<file path="config.mk">
export PLATFORM = sky130hd
export DESIGN_NAME = rv_deserializer
export DESIGN_NICKNAME = d
export VERILOG_FILES = /design/src/rtl/rv_deserializer.sv
export SDC_FILE = /design/constraint.sdc
export NUM_CORES = 1
export LEC_CHECK = 0
export BUFFER_PORTS_ARGS = -buffer_cell sky130_fd_sc_hd__buf_4
export CAP_MARGIN = 10
export CELL_PAD_IN_SITES_DETAIL_PLACEMENT = 2
export CELL_PAD_IN_SITES_GLOBAL_PLACEMENT = 2
export CORE_MARGIN = 2
export CORE_UTILIZATION = 37
export CTS_CLUSTER_SIZE = 28
export DETAILED_ROUTE_END_ITERATION = 16
export PLACE_DENSITY_LB_ADDON = 0.1
export SYNTH_ARGS = -nofsm -noshare
export SYNTH_HDL_FRONTEND = slang
export SYNTH_SLANG_ARGS = --single-unit
</file>
<file path="constraint.sdc">
create_clock -name clk -period 2.5 [get_ports clk]
set_clock_uncertainty 0.1 [all_clocks]
set_input_delay 0.125 -clock clk [delete_from_list [all_inputs] [get_ports clk]]
set_output_delay 0.125 -clock clk [all_outputs]
set_load 0.05 [all_outputs]
</file>
<file path="src/rtl/rv_deserializer.sv">
// rv_deserializer: packs RATIO ready/valid input beats (or fewer on last_in) into one wide output word
module rv_deserializer #(
    parameter int DATAW = 8,
    parameter int RATIO = 4,
    parameter int CNTW  = $clog2(RATIO)
) (
    input  logic                   clk,
    input  logic                   reset,
    input  logic                   valid_in,
    output logic                   ready_in,
    input  logic [DATAW-1:0]       data_in,
    input  logic                   last_in,
    output logic                   valid_out,
    input  logic                   ready_out,
    output logic [DATAW*RATIO-1:0] data_out,
    output logic [CNTW:0]          count_out
);
    logic [CNTW-1:0]        cnt;
    logic [DATAW*RATIO-1:0] acc;
    logic [DATAW*RATIO-1:0] merged;
    logic                   take;
    logic                   done;

    assign ready_in = !valid_out || ready_out;
    assign take     = valid_in && ready_in;
    assign done     = take && (last_in || cnt == CNTW'(RATIO - 1));

    for (genvar i = 0; i < RATIO; i++) begin : g_slot
        assign merged[i*DATAW +: DATAW] = (cnt == CNTW'(i)) ? data_in : acc[i*DATAW +: DATAW];
    end

    // accumulate beats, publish the word on the completing beat, hold it until handshake
    always_ff @(posedge clk) begin
        if (reset) begin
            cnt       <= '0;
            acc       <= '0;
            valid_out <= 1'b0;
            data_out  <= '0;
            count_out <= '0;
        end else if (done) begin
            cnt       <= '0;
            acc       <= '0;
            valid_out <= 1'b1;
            data_out  <= merged;
            count_out <= {1'b0, cnt} + {{CNTW{1'b0}}, 1'b1};
        end else begin
            if (take) begin
                cnt <= cnt + CNTW'(1);
                acc <= merged;
            end
            if (valid_out && ready_out) valid_out <= 1'b0;
        end
    end
endmodule

</file>
==> impl_metrics.csv, run 1 <==
group,metric,value,unit
floorplanning,die_y,94.1,um
status,outcome,"completed",
pwr,power,2.61,mW
cts,cts_max_level,3,
critical_path,worstPathCellList,"ha_1 -> nor2_1 -> nor3_4 -> buf_4 -> a211oi_1",
drt,routed_wl,9.73,mm
layout,final-instance-count-excl-fill,466,
drt,routedWlPerCell,20.9,um
yosys,ys_ff_latch,70,
cts,clock-sinks,70,
sta,finalCritPeriodShare,0.846,
critical_path,path_max_fanout,18,
global_route,grtUsageMet2,0.389,
floorplanning,fp.dieArea,0.00885,mm^2
critical_path,crit_buf_inv,1,
cts,cts_hold_buf,4,
yosys,ys_warn_count,0,
yosys,syn_inst,320,
critical_path,critPathMaxStageDelay,0.56,ns
floorplanning,die_x,94.1,um
pwr,ir_drop,306,uV
cts,clkTransAtPathRegs,0.08,ns
layout,fillCellCount,856,
cts,cts_root_buffer,"clkbuf_8",
global_route,grt_use_total,0.236,
yosys,synth_edf_count,0,
global_route,grt_use_met3,0.0409,
worst_hold_path,hold_end,"acc[10]",
cts,ctsLongestPathBuffers,2,
worst_hold_path,hold_class,"in -> reg",
drt,ant_nets,0,
yosys,synth-simple-area-share,0.0872,
critical_path,r2r_cells,5,
placement,gp_congestion,0.791,
global_route,busiest_layer,"met2",
cts,cts_tree,"done",
layout,area_growth,21.4,%
sta,worst_pin_slew,1.06,ns
drt,drt_first_pass_iters,4,
sta,grt_setup_unrepaired,"no",
global_route,grt_max_degree,47,
drt,drc,0,
sta,setup_ws,0.384,ns
placement,port-buffer-count,49,
job,max-cap-violations,0,
critical_path,crit_path_start_kind,"flip-flop",
pwr,pwr_density_cell,716,mW/mm^2
yosys,yosys.area_share.adder,0.0167,
global_route,grt-ovfl-total,0,
sta,max_slew_margin,0.294,
yosys,post-synth-top-area-fraction,0.467,
floorplanning,rows,32,
drt,vias,2717,
sta,hold_viol,0,
critical_path,critPathSlowestCell,"nor3_4",
global_route,grt_pass1_vias,2833,
sta,fin_crit,2.12,ns
critical_path,worstReg2RegEnd,"data_out[29]",
pwr,p_leak,1.34,nW
critical_path,cp.arrival,2.22,ns
worst_hold_path,worst_hold_path.num_cells,3,
layout,drive_gt1_frac,0.217,
yosys,ys_types,24,
global_route,grtUsageMet1,0.319,
floorplanning,initial_core_util,0.384,
cts,ctsResizeCount,0,
layout,num_antenna_cells,0,
critical_path,crit-reg2reg-launch,"cnt[1]",
yosys,synth_compound_area_frac,0.255,
placement,dp_cells,446,
sta,max_freq,473,MHz
yosys,synth_nets,337,
yosys,synth_ff_type,"dfxtp_1",
yosys,synth_top_family_by_area,"compound AO/OA/AOI/OAI gates",
sta,timing.setup.tns,0,ns
critical_path,critPathKind,"reg -> reg",
yosys,synth_area_leaders,"dfxtp_1, mux2i_1, a211oi_1, a31oi_1, a21oi_1",
sta,setup_violations,0,
yosys,ys_top_cells_by_count,"dfxtp_1, a211oi_1, a31oi_1, mux2i_1, a21oi_1",
critical_path,rrSetupSlack,0.38,ns
yosys,synthMostInstantiatedCell,"dfxtp_1",
critical_path,setup.worst_path.end_class,"flip-flop",
yosys,avgSynthCellArea,9.38,um^2
critical_path,path_delay_family,"simple AND/OR/NAND/NOR gates",
cts,insertion_delay,0.34,ns
yosys,async_flop_share,0,
cts,cts-buffers-inserted,9,
global_route,grt_pass1_wl,15.8,mm
yosys,synth-seq-area-share,0.467,
sta,timing.final.max_slew_violations,0,
yosys,synth_xor_area_frac,0,
cts,cts_setup_buffers,0,
yosys,synth.mux.area_fraction,0.107,
yosys,yosys.area.top_type,"dfxtp_1",
critical_path,worstPathRequired,2.61,ns
yosys,synth_area,0.00300,mm^2
worst_hold_path,hold_start,"data_in[2]",
global_route,antenna_found_initial,0,
floorplanning,core_region_area,0.00781,mm^2
floorplanning,num_io_pins,50,
placement,post-dp-hpwl,6.02,mm
drt,via_per_inst,5.83,
placement,place_ws,0.393,ns
layout,nNetsFinal,376,
drt,drtIter0Drc,134,
critical_path,crit_path_start,"cnt[1]",
-- worst min-delay path: cells and delay by family --
family / cells / cell delay (ns)
AO/OA/AOI/OAI: 1 / 0.05
AND/OR/NAND/NOR: 1 / 0.07
buffers and inverters: 1 / 0.16
-- per-layer routing --
layer	part of all wire	wire [um]
met1	0.47	4600
met2	0.48	4670
met3	0.036	352
met4	0.011	108
met5	0	0
-- logic make-up after synthesis --
logic type | count (synthesis)
buffers and inverters | 41
AOI/OAI and AO/OA | 125
and+or+nand+nor | 48
muxes | 32
DFF | 70
adders and majority gates | 4
-- placed cells by master, fill, tap and decap left out, drive strengths merged, types with 4 or more instances in the layout --
| master | instances |
|---|---|
| dlygate4sd3 | 4 |
| buf | 60 |
| o21ai | 26 |
| mux2i | 32 |
| clkbuf | 12 |
| dfxtp | 70 |
| a211oi | 32 |
| inv | 5 |
| nand3 | 28 |
| ha | 4 |
| a21oi | 30 |
| a31oi | 33 |
| and2 | 11 |
-- report_power, final --
group	switching (mW)	internal (mW)	leakage (nW)
Sequential	0.0277	1.16	0.571
Clock	0.429	0.511	0.106
Combinational	0.327	0.147	0.663
Total	0.784	1.82	1.34
-- registers in the layout (all words and copies together), names as in the netlist --
signal and cells:
cnt 2, valid_out 1, acc 32, data_out 32, count_out 3
-- layout make-up --
cell class,instances,area [um^2],share of cell area
Sequential cell,70,1400,0.385
Multi-Input combinational cell,209,1400,0.385
Clock buffer,12,155,0.0426
Tap cell,102,128,0.0351
Inverter,5,18.8,0.00515
Timing Repair Buffer,64,490,0.135
Clock inverter,4,45.0,0.0124
-- stage by stage --
step / util / hold slack [ns] / instance area [um^2]
finish: 0.466 / 0.0156 / 3640
floorplan: - / 0.170 / 3000
detailed placement: 0.436 / 0.349 / 3400
global route: 0.466 / 0.00881 / 3640
CTS: 0.466 / 0.00342 / 3640
global placement: 0.436 / 0.341 / 3400
-- worst max path at each step --
stage / slack (ns) / endpoint / cells after the start
floorplan: 0.74 / acc[16] / 6
global placement: 0.51 / cnt[0] / 4
detailed placement: 0.39 / data_out[0] / 5
CTS: 0.37 / data_out[26] / 5
global route: 0.21 / acc[11] / 4
finish: 0.38 / data_out[29] / 5
Power figures use the tool's default switching activity.
==> run 2: changes to the inputs <==
ABC_AREA = 1   (was not set)
CORE_UTILIZATION = 28   (was 37)
clock period = 1.75 ns   (was 2.5 ns; I/O delays follow)
==> run 2 against run 1 <==
Effect of this change: critical path depth grew 1; hold slack lost 0.0083 ns; global-route usage is 5.5 points lower; clock power increased by 31%; non-clock buffer count down 1; cell count increased by 37%; synthesized area rose by 3.0%.
==> impl_metrics.csv, run 2 <==
group,metric,value,unit
status,outcome,"completed",
pwr,ir_drop,322,uV
yosys,synth_edf_count,0,
drt,vias,3021,
job,max-cap-violations,0,
global_route,grt_pass1_wl,16.4,mm
cts,insertion_delay,0.35,ns
yosys,synth_nets,464,
layout,area_growth,23.6,%
layout,final_common_cell,"nand2_1",
layout,drive_gt1_frac,0.175,
worst_hold_path,hold_class,"in -> reg",
layout,fillCellCount,1326,
critical_path,path_max_fanout,16,
cts,cts_max_level,3,
layout,num_antenna_cells,0,
cts,clkTransAtPathRegs,0.07,ns
yosys,ys_warn_count,0,
cts,cts_root_buffer,"clkbuf_8",
cts,cts-buffers-inserted,9,
sta,timing.final.max_slew_violations,0,
floorplanning,num_io_pins,50,
global_route,grt_max_degree,69,
critical_path,r2r_cells,6,
yosys,ys_types,20,
critical_path,cp.arrival,1.75,ns
drt,drtIter0Drc,108,
sta,hold_viol,0,
cts,clock-sinks,70,
yosys,avgSynthCellArea,6.91,um^2
yosys,async_flop_share,0,
drt,via_per_inst,4.74,
drt,drt_first_pass_iters,4,
yosys,synth_ff_type,"dfxtp_1",
layout,nNetsFinal,512,
sta,setup_violations,0,
floorplanning,core_region_area,0.0108,mm^2
global_route,grt_pass1_vias,3279,
critical_path,rrSetupSlack,0.18,ns
sta,timing.setup.tns,0,ns
placement,port-buffer-count,49,
layout,layout_common_cells,"nand2_1, dfxtp_1, nand3_1",
yosys,synth_area,0.00309,mm^2
critical_path,critPathMaxStageDelay,0.38,ns
yosys,ys_top_cells_by_count,"nand2_1, dfxtp_1, nand3_1, inv_1, a21oi_1",
placement,post-dp-hpwl,6.78,mm
critical_path,worstPathRequired,1.94,ns
critical_path,critPathSlowestCell,"dfxtp_1",
cts,ctsLongestPathBuffers,2,
yosys,post-synth-top-area-fraction,0.453,
critical_path,critPathKind,"reg -> reg",
drt,routed_wl,9.83,mm
floorplanning,die_y,109,um
yosys,synth_area_leaders,"dfxtp_1, nand2_1, nand3_1, a21oi_1, inv_1",
cts,cts_tree,"done",
critical_path,crit-reg2reg-launch,"cnt[0]",
floorplanning,die_x,109,um
yosys,yosys.area.top_type,"dfxtp_1",
yosys,syn_inst,447,
global_route,grt-ovfl-total,0,
worst_hold_path,worst_hold_path.num_cells,4,
critical_path,worstPathCellList,"inv_1 -> ha_1 -> buf_4 -> o21ai_0 -> nand2_1 -> a21oi_1",
drt,ant_nets,0,
critical_path,crit_path_start_kind,"flip-flop",
sta,fin_crit,1.57,ns
sta,finalCritPeriodShare,0.895,
global_route,grt_use_total,0.181,
critical_path,worstReg2RegEnd,"acc[17]",
yosys,synthMostInstantiatedCell,"nand2_1",
pwr,p_leak,1.75,nW
pwr,power,3.43,mW
placement,gp_congestion,0.726,
sta,grt_setup_unrepaired,"no",
sta,worst_pin_slew,0.339,ns
floorplanning,initial_core_util,0.286,
sta,max_slew_margin,0.774,
global_route,antenna_found_initial,0,
drt,routedWlPerCell,15.4,um
worst_hold_path,hold_start,"ready_out",
worst_hold_path,hold_end,"valid_out",
yosys,synth-seq-area-share,0.453,
floorplanning,rows,38,
drt,drc,0,
yosys,ys_ff_latch,70,
layout,reg.largest.list,"acc x32, data_out x32, count_out x3",
pwr,pwr_density_cell,898,mW/mm^2
floorplanning,fp.dieArea,0.0119,mm^2
sta,max_freq,639,MHz
critical_path,setup.worst_path.end_class,"flip-flop",
run 2: changes by cell type after synthesis, moves of 32 or more:
| cell | previous run | this run |
|---|---|---|
| mux2i_1 | 32 | 0 |
| nand2_1 | 3 | 183 |
| a31oi_1 | 32 | 0 |
| inv_1 | 5 | 40 |
| nand3_1 | 28 | 60 |
| a211oi_1 | 32 | 0 |
run 2: area by class of cell:
class	count	area, um^2	share of cell area
clock buffers	13	169	0.0442
multi-input cells	309	1380	0.362
well taps	140	175	0.0459
repair buffers	63	526	0.138
inverters	42	158	0.0413
clock inverters	1	5.00	0.00131
flip-flops and latches	70	1400	0.367
run 2: logic make-up after synthesis:
group,share of synthesized area
buffers and inverters,0.102
AND/OR/NAND/NOR,0.337
flip-flops,0.453
AO/OA/AOI/OAI,0.0915
adder cells (fa/ha/maj),0.0162
run 2: per-layer routing:
| layer | up-vias | track usage | part of all wire |
|---|---|---|---|
| met5 | - | 0 | 0 |
| met4 | 0 | 0.0495 | 0.011 |
| met3 | 9 | 0.0400 | 0.031 |
| met2 | 41 | 0.313 | 0.49 |
| met1 | 1482 | 0.225 | 0.47 |
| li1 | 1489 | - | - |
run 2: critical path: cells and delay by family, from the launching register on:
kind | cells | cell delay, ns
adders and majority gates | 1 | 0.21
and+or+nand+nor | 1 | 0.09
AOI/OAI and AO/OA | 2 | 0.42
DFF | 1 | 0.38
buffers and inverters | 2 | 0.30
run 2: where the power goes:
group          switching (mW)  internal [mW]  leakage [nW]
clock                   0.616          0.615        0.0914
sequential             0.0269           1.64         0.568
combinational           0.371          0.162          1.09
total                    1.01           2.42          1.75
run 2: worst max path at each step:
stage	startpoint	endpoint	slack [ns]	cells after the start
after floorplan	valid_out	acc[10]	0.21	5
after global placement	cnt[0]	data_out[7]	0.20	8
after detailed placement	cnt[0]	data_out[6]	0.14	8
after CTS	cnt[0]	data_out[6]	0.13	8
after global routing	cnt[0]	data_out[31]	0.06	8
final	cnt[0]	acc[17]	0.18	6
run 2: through the flow:
step	std cells	util	hold WS [ns]	worst slack [ns]	cell area, um^2
6_report	638	0.354	0.00729	0.184	3820
5_1_grt	638	0.354	0.0334	0.0617	3820
4_1_cts	638	0.354	0.00274	0.125	3820
3_5_place_dp	623	0.337	0.266	0.136	3630
3_3_place_gp	623	0.337	0.265	0.197	3630
2_1_floorplan	447	-	0.214	0.208	3090
run 2: timing repair:
action | in CTS | in global routing
setup endpoints to repair | 0 | 8
setup buffers | 0 | 0
gates resized for setup | 0 | 1
hold buffers | 1 | 0
endpoints found under the hold margin | 9 | 0
==> run 3: changes to the inputs <==
ABC_AREA = 0   (was 1)
CORE_UTILIZATION = 31   (was 28)
MAX_ROUTING_LAYER = met4   (was not set)
==> run 3 against run 2 <==
Effect of this change: worst setup slack lost 0.094 ns; sequential cell count is the same; critical endpoint is now acc[13]; largest power group unchanged; cell count shrank 20%; sequential share of layout area shrank 0.32 points.
==> impl_metrics.csv, run 3 (synthesis results as in run 1) <==
group,metric,value,unit
drt,vias,2742,
critical_path,path_max_fanout,16,
sta,timing.final.max_slew_violations,0,
drt,ant_nets,0,
layout,nNetsFinal,393,
sta,max_freq,602,MHz
drt,drt_first_pass_iters,4,
worst_hold_path,hold_class,"in -> reg",
global_route,grt_pass1_vias,2977,
layout,final-instance-count-excl-fill,509,
critical_path,worstPathCellList,"ha_1 -> or2_4 -> a31o_1 -> buf_4 -> a21oi_1",
placement,gp_congestion,0.752,
placement,port-buffer-count,49,
cts,cts_tree,"done",
placement,dp_cells,485,
floorplanning,core_region_area,0.00933,mm^2
sta,fin_crit,1.66,ns
floorplanning,initial_core_util,0.322,
layout,area_growth,28.4,%
drt,drtIter0Drc,63,
global_route,grt_pass1_wl,16.3,mm
critical_path,crit_buf_inv,1,
pwr,p_clk_frac,0.370,
placement,post-dp-hpwl,6.49,mm
drt,routed_wl,9.99,mm
cts,cts_root_buffer,"clkbuf_8",
cts,insertion_delay,0.35,ns
cts,clkTransAtPathRegs,0.08,ns
critical_path,cp.arrival,1.83,ns
pwr,p_leak,1.43,nW
layout,layout_common_cells,"dfxtp_1, buf_4, mux2i_1, a31oi_1, a211oi_1",
cts,cts_setup_buffers,0,
pwr,p_sw_frac,0.298,
drt,drc,0,
pwr,combPwrFrac,0.186,
pwr,seqPwrFrac,0.444,
cts,ctsLongestPathBuffers,2,
floorplanning,rows,35,
critical_path,critPathKind,"reg -> reg",
global_route,grt_max_degree,31,
sta,worst_pin_slew,0.353,ns
sta,finalCritPeriodShare,0.949,
cts,cts-buffers-inserted,9,
critical_path,critPathMaxStageDelay,0.35,ns
drt,routedWlPerCell,19.6,um
drt,via_per_inst,5.39,
pwr,ir_drop,469,uV
critical_path,setup.worst_path.end_class,"flip-flop",
layout,num_antenna_cells,0,
global_route,grt_use_total,0.213,
job,max-cap-violations,0,
floorplanning,die_y,102,um
floorplanning,die_x,102,um
cts,clock-sinks,70,
critical_path,path_delay_family,"compound AO/OA/AOI/OAI gates",
floorplanning,num_io_pins,50,
status,outcome,"completed",
sta,hold_viol,0,
global_route,antenna_found_initial,0,
pwr,pwr_density_cell,997,mW/mm^2
critical_path,worstPathRequired,1.92,ns
global_route,grt-ovfl-total,0,
layout,reg.largest.list,"acc x32, data_out x32, count_out x3",
layout,final_core_util,0.413,
layout,drive_gt1_frac,0.245,
critical_path,crit_path_start_kind,"flip-flop",
sta,max_slew_margin,0.764,
pwr,intPower,2.70,mW
critical_path,critPathSlowestCell,"dfxtp_1",
cts,cts_max_level,3,
pwr,power.switching,1.15,mW
sta,grt_setup_unrepaired,"yes",
floorplanning,fp.dieArea,0.0105,mm^2
sta,setup_violations,0,
run 3: cell count changes in the layout (fill, tap and decap cells not counted), moves of 8 or more:
cell | before | now
a31oi_1 | 0 | 32
mux2i_1 | 0 | 32
and2_1 | 0 | 11
nand2_1 | 182 | 3
a211oi_1 | 0 | 32
buf_4 | 58 | 69
nand3_1 | 60 | 28
inv_1 | 39 | 4
dlygate4sd3_1 | 1 | 9
o21ai_0 | 10 | 26
run 3: repair_timing:
| item | in CTS | in global routing |
|---|---|---|
| hold buffers | 9 | 0 |
| endpoints found under the hold margin | 40 | 0 |
| endpoints found under the setup margin | 0 | 28 |
| gates resized for setup | 0 | 6 |
run 3: power groups by stage:
stage	Sequential (mW)	Combinational [mW]	Clock, mW
2_1_floorplan	1.92	0.274	0
4_1_cts	1.71	0.716	1.45
5_1_grt	1.71	0.772	1.53
6_report	1.70	0.715	1.42
3_5_place_dp	1.74	0.696	0
3_3_place_gp	1.74	0.685	0
run 3: routing by layer:
metal | part of all wire | up-vias | track usage
met5 | 0 | - | -
met4 | 0.017 | 0 | 0.0656
met3 | 0.032 | 12 | 0.0376
met2 | 0.48 | 52 | 0.351
met1 | 0.47 | 1372 | 0.265
li1 | - | 1306 | -
run 3: path summary, 6_finish.rpt:
path,startpoint,endpoint,slack (ns),depth (start not counted)
max,cnt[0],acc[13],0.09,5
min,last_in,count_out[2],0.03,4
max reg2reg,cnt[0],acc[13],0.09,5
min reg2reg,acc[30],acc[30],0.37,1
run 3: metrics by stage:
| step | cell area (um^2) | setup WS, ns | TNS (ns) | hold WS (ns) | total power, mW |
|---|---|---|---|---|---|
| 2_1_floorplan | 3000 | 0.150 | 0 | 0.132 | 2.19 |
| 3_3_place_gp | 3540 | 0.148 | 0 | 0.312 | 2.42 |
| 3_5_place_dp | 3540 | 0.0436 | 0 | 0.324 | 2.44 |
| 4_1_cts | 3830 | 0.0206 | 0 | 0.0254 | 3.87 |
| 5_1_grt | 3850 | -0.00354 | -0.00354 | 0.0627 | 4.01 |
| 6_report | 3850 | 0.0901 | 0 | 0.0338 | 3.84 |
run 3: final cells by class:
type | instances | area [um^2]
Clock buffer | 10 | 128
Clock inverter | 5 | 75.1
Fill cell | 1032 | 5480
Inverter | 5 | 18.8
Multi-Input combinational cell | 209 | 1410
Sequential cell | 70 | 1400
Tap cell | 129 | 161
Timing Repair Buffer | 81 | 659
run 3: worst reg2reg max path: cells and delay by family (launching register included):
family / cells / cell delay, ns
AO/OA/AOI/OAI: 2 / 0.41
flip-flops: 1 / 0.35
AND/OR/NAND/NOR: 1 / 0.29
adder cells (fa/ha/maj): 1 / 0.24
buffers and inverters: 1 / 0.21
